**src/rtl/bcd_to_bin_seq_if.sv**
```systemverilog
// Start/done handshake bundle for the sequential BCD-to-binary converter.
// The master issues requests, and the converter sits on the slave side.
interface bcd_to_bin_seq_if #(
    parameter int DIGITS = 3,
    parameter int BIN_W  = 10
);
    logic                  start;
    logic [4*DIGITS-1:0]   bcd_in;
    logic                  busy;
    logic                  done;
    logic [BIN_W-1:0]      bin_out;
    logic                  err;

    modport master (
        output start, bcd_in,
        input  busy, done, bin_out, err
    );

    modport slave (
        input  start, bcd_in,
        output busy, done, bin_out, err
    );
endinterface

```
**src/rtl/bcd_to_bin_seq.sv**
```systemverilog
// Sequential BCD-to-binary converter using reverse double-dabble.
// Each iteration shifts right, then takes 3 from every BCD digit that is 8 or more.
module bcd_to_bin_seq #(
    parameter int DIGITS = 3,
    parameter int BIN_W  = 10
) (
    input  logic            clk,
    input  logic            rst,
    bcd_to_bin_seq_if.slave bus
);
    localparam int NEED_W = $clog2(10 ** DIGITS);
    localparam int CW     = $clog2(BIN_W + 1);
    localparam int WW     = 4 * DIGITS + BIN_W;
    localparam logic [CW-1:0] LAST = CW'(BIN_W - 1);

    generate
        if (BIN_W < NEED_W) begin : g_bad_width
            $error("bcd_to_bin_seq: BIN_W too small for DIGITS");
        end
    endgenerate

    typedef enum logic {IDLE, CONV} state_t;

    state_t              state, state_nxt;
    logic [4*DIGITS-1:0] digits, digits_nxt;
    logic [BIN_W-1:0]    acc, acc_nxt;
    logic [CW-1:0]       cnt, cnt_nxt;
    logic                busy_r, busy_nxt;
    logic                done_r, done_nxt;
    logic [BIN_W-1:0]    bin_r, bin_nxt;
    logic                err_r, err_nxt;
    logic [WW-1:0]       shifted;
    logic [4*DIGITS-1:0] corr;

    function automatic logic [3:0] fix_digit(input logic [3:0] d);
        return (d >= 4'd8) ? (d - 4'd3) : d;
    endfunction

    function automatic logic all_valid(input logic [4*DIGITS-1:0] b);
        logic ok;
        ok = 1'b1;
        for (int i = 0; i < DIGITS; i++) begin
            if (b[4*i +: 4] > 4'd9) ok = 1'b0;
        end
        return ok;
    endfunction

    always_comb begin
        shifted = {digits, acc} >> 1;
        corr    = '0;
        for (int i = 0; i < DIGITS; i++) begin
            corr[4*i +: 4] = fix_digit(shifted[BIN_W + 4*i +: 4]);
        end
    end

    always_comb begin
        state_nxt  = state;
        digits_nxt = digits;
        acc_nxt    = acc;
        cnt_nxt    = cnt;
        busy_nxt   = busy_r;
        done_nxt   = 1'b0;
        bin_nxt    = bin_r;
        err_nxt    = err_r;
        case (state)
            IDLE: begin
                if (bus.start) begin
                    if (all_valid(bus.bcd_in)) begin
                        digits_nxt = bus.bcd_in;
                        acc_nxt    = '0;
                        cnt_nxt    = '0;
                        busy_nxt   = 1'b1;
                        state_nxt  = CONV;
                    end else begin
                        // Bad digit: report immediately without entering CONV.
                        done_nxt = 1'b1;
                        err_nxt  = 1'b1;
                        bin_nxt  = '0;
                    end
                end
            end
            CONV: begin
                digits_nxt = corr;
                acc_nxt    = shifted[BIN_W-1:0];
                cnt_nxt    = cnt + 1'b1;
                if (cnt == LAST) begin
                    bin_nxt   = shifted[BIN_W-1:0];
                    err_nxt   = 1'b0;
                    done_nxt  = 1'b1;
                    busy_nxt  = 1'b0;
                    state_nxt = IDLE;
                end
            end
            default: state_nxt = IDLE;
        endcase
    end

    always_ff @(posedge clk) begin
        if (rst) begin
            state  <= IDLE;
            cnt    <= '0;
            busy_r <= 1'b0;
            done_r <= 1'b0;
            bin_r  <= '0;
            err_r  <= 1'b0;
        end else begin
            state  <= state_nxt;
            cnt    <= cnt_nxt;
            busy_r <= busy_nxt;
            done_r <= done_nxt;
            bin_r  <= bin_nxt;
            err_r  <= err_nxt;
        end
    end

    // The working register is always reloaded before use, so it is left out of reset.
    always_ff @(posedge clk) begin
        digits <= digits_nxt;
        acc    <= acc_nxt;
    end

    assign bus.busy    = busy_r;
    assign bus.done    = done_r;
    assign bus.bin_out = bin_r;
    assign bus.err     = err_r;
endmodule

```
**src/flat_wrapper.sv**
```systemverilog
// flat-port wrapper written by rule: the top's interface ports become plain ports
module bcd_to_bin_seq_flat 
#(
    parameter int DIGITS = 3,
    parameter int BIN_W  = 10
)
  (clk, rst, bus_start, bus_bcd_in, bus_busy, bus_done, bus_bin_out, bus_err);
  bcd_to_bin_seq_if #(.DIGITS(DIGITS), .BIN_W(BIN_W)) bus_i ();
  input  logic clk;
  input  logic rst;
  input wire logic [$bits(bus_i.start)-1:0] bus_start;
  input wire logic [$bits(bus_i.bcd_in)-1:0] bus_bcd_in;
  output wire logic [$bits(bus_i.busy)-1:0] bus_busy;
  output wire logic [$bits(bus_i.done)-1:0] bus_done;
  output wire logic [$bits(bus_i.bin_out)-1:0] bus_bin_out;
  output wire logic [$bits(bus_i.err)-1:0] bus_err;
  assign bus_i.start = bus_start;
  assign bus_i.bcd_in = bus_bcd_in;
  assign bus_busy = bus_i.busy;
  assign bus_done = bus_i.done;
  assign bus_bin_out = bus_i.bin_out;
  assign bus_err = bus_i.err;
  bcd_to_bin_seq #(.DIGITS(DIGITS), .BIN_W(BIN_W)) u_core (.clk(clk), .rst(rst), .bus(bus_i));
endmodule
```
**config.mk**
```make
export PLATFORM = sky130hd
export DESIGN_NAME = bcd_to_bin_seq_flat
export DESIGN_NICKNAME = d
export VERILOG_FILES = /design/src/rtl/bcd_to_bin_seq_if.sv /design/src/rtl/bcd_to_bin_seq.sv /design/src/flat_wrapper.sv
export SDC_FILE = /design/constraint.sdc
export NUM_CORES = 1
export LEC_CHECK = 0
export BUFFER_PORTS_ARGS = -buffer_cell sky130_fd_sc_hd__buf_2
export CORE_MARGIN = 2
export CORE_UTILIZATION = 45
export CTS_BUF_LIST = sky130_fd_sc_hd__clkbuf_4 sky130_fd_sc_hd__clkbuf_8 sky130_fd_sc_hd__clkbuf_16
export DETAILED_ROUTE_END_ITERATION = 7
export MAX_ROUTING_LAYER = met4
export PLACE_DENSITY = 0.67
export SYNTH_ARGS = -nofsm -noshare
export SYNTH_HDL_FRONTEND = slang
export SYNTH_SLANG_ARGS = --single-unit
```
**constraint.sdc**
```tcl
create_clock -name clk -period 1.51 [get_ports clk]
set_clock_uncertainty 0.1 [all_clocks]
set_input_delay 0.302 -clock clk [delete_from_list [all_inputs] [get_ports clk]]
set_output_delay 0.302 -clock clk [all_outputs]
set_load 0.03 [all_outputs]
```
==> results by group <==
Clock tree
  • Root Driver: clkbuf_8
  • Clock sink total: 39
  • CTS Buffer Depth: 2
  • Num CTS Buffers: 5
  • CTS tree: yes
  • Htree depth: 2
  • CTS clk-pin slew, worst paths: 80 ps
  • Clock latency on the worst-skew pair: between 200 and 300 ps

Finish
  • Share of cells above drive strength 1: 29.6%
  • # diodes: 0
  • Fill count: between 300 and 400
  • Final core occ: 57.5%
  • Layout Nets: around 210
  • Area grow syn2layout: 21.6%

Synthesis
  • Yosys cell types: 33
  • Sequential cell area fraction in the yosys report: about 56%
  • Register bit total from synthesis: 39
  • Syn avg cell area: around 12 sq um
  • Gate Count Post-Synth: 149
  • Synth Warn #: 0
  • Syn Nets: 170
  • Synth Flop Type: edfxtp_1
  • Area contributors post-synth: edfxtp_1 (36%), dfxtp_1 (21%), mux2i_1 (6.8%), ha_1 (4.3%), and2_1 (3.2%)
  • Asr flop ratio synth: 0%
  • Post-synth top area share: 35.9%
  • EDFF count, synth: 21
  • Largest area contributor in the netlist: edfxtp_1
  • Synth Cell Area: around 0.0018 sq mm

Power and ir drop
  • Max IR drop VDD: roughly 0.67 mV
  • Clock power frac: a little under 40%
  • P per Cell Area: 1110 mW/mm^2
  • Final total power: between 2 and 2.5 mW
  • Leak Pwr: around 0.98 nW
  • Psw: between 500 and 600 uW
  • Reg power frac: 51.3%
  • Internal power: ~1.8 mW
  • Sw Ratio: between 20 and 25%
  • Comb pwr share: approximately 10%

Floorplanning
  • DIE AREA: about 0.0044 sq mm
  • Rows: 22
  • Die width: ~66 microns
  • Initial core utilization: a little under half
  • DIE HEIGHT: about 66 microns
  • Ports: 28
  • Core area: around 0.0037 sq mm

Worst setup path
  • R2R depth: 5
  • Start of the worst register-to-register path: u_core.cnt[1]$_SDFFE_PP0P_
  • FF-to-FF End: u_core.bus.busy$_SDFFE_PP0P_
  • Critical Path End Type: flop
  • Startpoint types: flop
  • Critical Path Fanout Max: 12
  • Crit path DAT: 1560 ps
  • CP required: around 1600 ps
  • Crit path kind: flop to flop
  • Flop-to-flop setup slack: 50 ps

Drt
  • WL per Instance: 13.6 microns
  • Vias/cell: ~5.1
  • Total wire length: around 3200 microns
  • Antenna-violating nets left: 0
  • Drt first pass iters: 4
  • DRC: 0
  • Vias post-DR: approximately 1200
  • Iter 0 DRT Violations: ~140

Run status
  • Status: finished clean

Hold path
  • Hold Path Class: input pin to flop
  • Min-delay src: bus_bcd_in[8]
  • Worst Hold Path EP: u_core.digits[8]$_DFFE_PP_
  • Worst Hold Depth: 2

STA
  • Final worst slack: around 46 ps
  • Setup-failing EPs final: 0
  • Setup TNS: 0 ps
  • Final period util: 97.0%
  • Final Hold Violating Endpoints: 0
  • RSZ-0062 raised after global routing: true
  • Worst-margin pin slew: 289 ps
  • Fmax: 0.683 GHz
  • Worst slew margin relative to its limit: roughly 81%
  • Hold_ws: 214 ps
  • Min Tclk post-route: between 1000 and 1500 ps
  • Max-slew violation count: 0

Placement
  • Place WS: ~43 ps
  • Hpwl dp: 2240 microns
  • PortBufs: 27
  • Routability cong.: 0.761

Global route
  • Largest net degree at the start of global routing: 22
  • Number of global-route vias before repair: ~1100
  • GR Overflow Total: 0
  • Initial antenna violation count: 0
  • Total Routing Usage GR: between 10% and 20%
  • First-pass GRT wire length: ~5400 microns

Run
  • Max-cap violations: 0
## flip-flops by register name, summed over array words and instances (netlist names)
signal,flops
u_core.state,1
u_core.acc,9
u_core.bus.busy,1
u_core.cnt,4
u_core.bus.bin_out,10
u_core.bus.err,1
u_core.bus.done,1
u_core.digits,12
## worst max path at each step
stage | slack (ps) | cells past startpoint | from | endpoint
3_3_place_gp | 80 | 5 | u_core.cnt[1]$_SDFFE_PP0P_ | u_core.bus.busy$_SDFFE_PP0P_
6_report | 50 | 5 | u_core.cnt[1]$_SDFFE_PP0P_ | u_core.bus.busy$_SDFFE_PP0P_
5_1_grt | -30 | 5 | u_core.cnt[1]$_SDFFE_PP0P_ | u_core.bus.busy$_SDFFE_PP0P_
3_5_place_dp | 40 | 5 | u_core.cnt[1]$_SDFFE_PP0P_ | u_core.bus.busy$_SDFFE_PP0P_
2_1_floorplan | 80 | 3 | bus_bcd_in[1] | u_core.acc[1]$_DFFE_PP_
4_1_cts | 30 | 5 | u_core.cnt[1]$_SDFFE_PP0P_ | u_core.bus.busy$_SDFFE_PP0P_
## layer usage
| layer | global-route usage [%] | routed length, microns |
|---|---|---|
| met3 | 4.05 | 154 |
| met5 | - | 0 |
| met4 | 6.89 | 54 |
| met2 | 26.1 | 1470 |
| met1 | 21.5 | 1550 |
## cells in the mapped netlist (2+ instances only)
cell type   n
a41oi_1     2
xnor2_1     4
nor2_1      8
nand2_1     6
a21oi_1     8
inv_1       9
clkbuf_1    3
o21ai_2     3
buf_6       2
and2_1      9
dfxtp_1    18
mux2i_1    12
mux2_2      3
ha_1        6
o21a_1      2
o22ai_1     2
nand2b_1    2
edfxtp_1   21
nor3_1     10
o21ai_0     2
nor2b_1     4
nand3_1     2
## cells by family after synthesis
| kind of cell | Yosys count | synth area share [%] |
|---|---|---|
| adder cells (fa/ha/maj) | 6 | 4.27 |
| buffers and inverters | 15 | 4.13 |
| AO/OA/AOI/OAI | 23 | 9.19 |
| AND/OR/NAND/NOR | 47 | 15.2 |
| flip-flops | 39 | 56.4 |
| multiplexers | 15 | 8.76 |
| XOR/XNOR | 4 | 1.99 |
## placed cells by master, fill, tap and decap left out, types with 3 or more instances in the layout
cell type and instances:
mux2_2 3, buf_4 10, mux2i_1 12, buf_2 27, o21ai_2 3, a21oi_1 8, clkbuf_8 5, inv_1 8
nor2_1 8, nand2_1 6, edfxtp_1 21, and2_1 9, dfxtp_1 17, nor3_1 10, nor2b_1 4, ha_1 6
xnor2_1 4
## per-stage QoR
step | instances | cell area (sq um)
2_1_floorplan | 149 | 1760
3_3_place_gp | 229 | 2010
3_5_place_dp | 229 | 2010
4_1_cts | 237 | 2130
5_1_grt | 237 | 2140
6_report | 237 | 2140
## power by group through the flow
stage | logic, mW | registers [mW] | clock network (mW)
3_3_place_gp | 0.233 | 1.23 | 0
5_1_grt | 0.268 | 1.22 | 0.981
2_1_floorplan | 0.136 | 1.24 | 0
4_1_cts | 0.243 | 1.21 | 0.932
3_5_place_dp | 0.239 | 1.24 | 0
6_report | 0.240 | 1.21 | 0.912
## repair_timing
action / 4_1_cts / 5_1_grt
setup endpoints to repair: 0 / 7
buffers inserted: 0 / 0
gates resized for setup: 0 / 1
hold buffers: 0 / 0
## worst max-delay path, stage by stage, from the launching register on
cell and delay [ps]:
dfxtp_2 350, inv_1 50, ha_1 180, nand4b_4 270, and2_0 260, o21a_1 160
## cell type report
cell class                      count  area, sq um  area share, %
Sequential cell                    39          992           46.5
Clock buffer                        8          126           5.92
Multi-Input combinational cell     95          693           32.5
Inverter                            9         33.8           1.58
Timing Repair Buffer               38          230           10.8
Tap cell                           48         60.1           2.81
No activity file was read; power rests on OpenSTA's default activity.
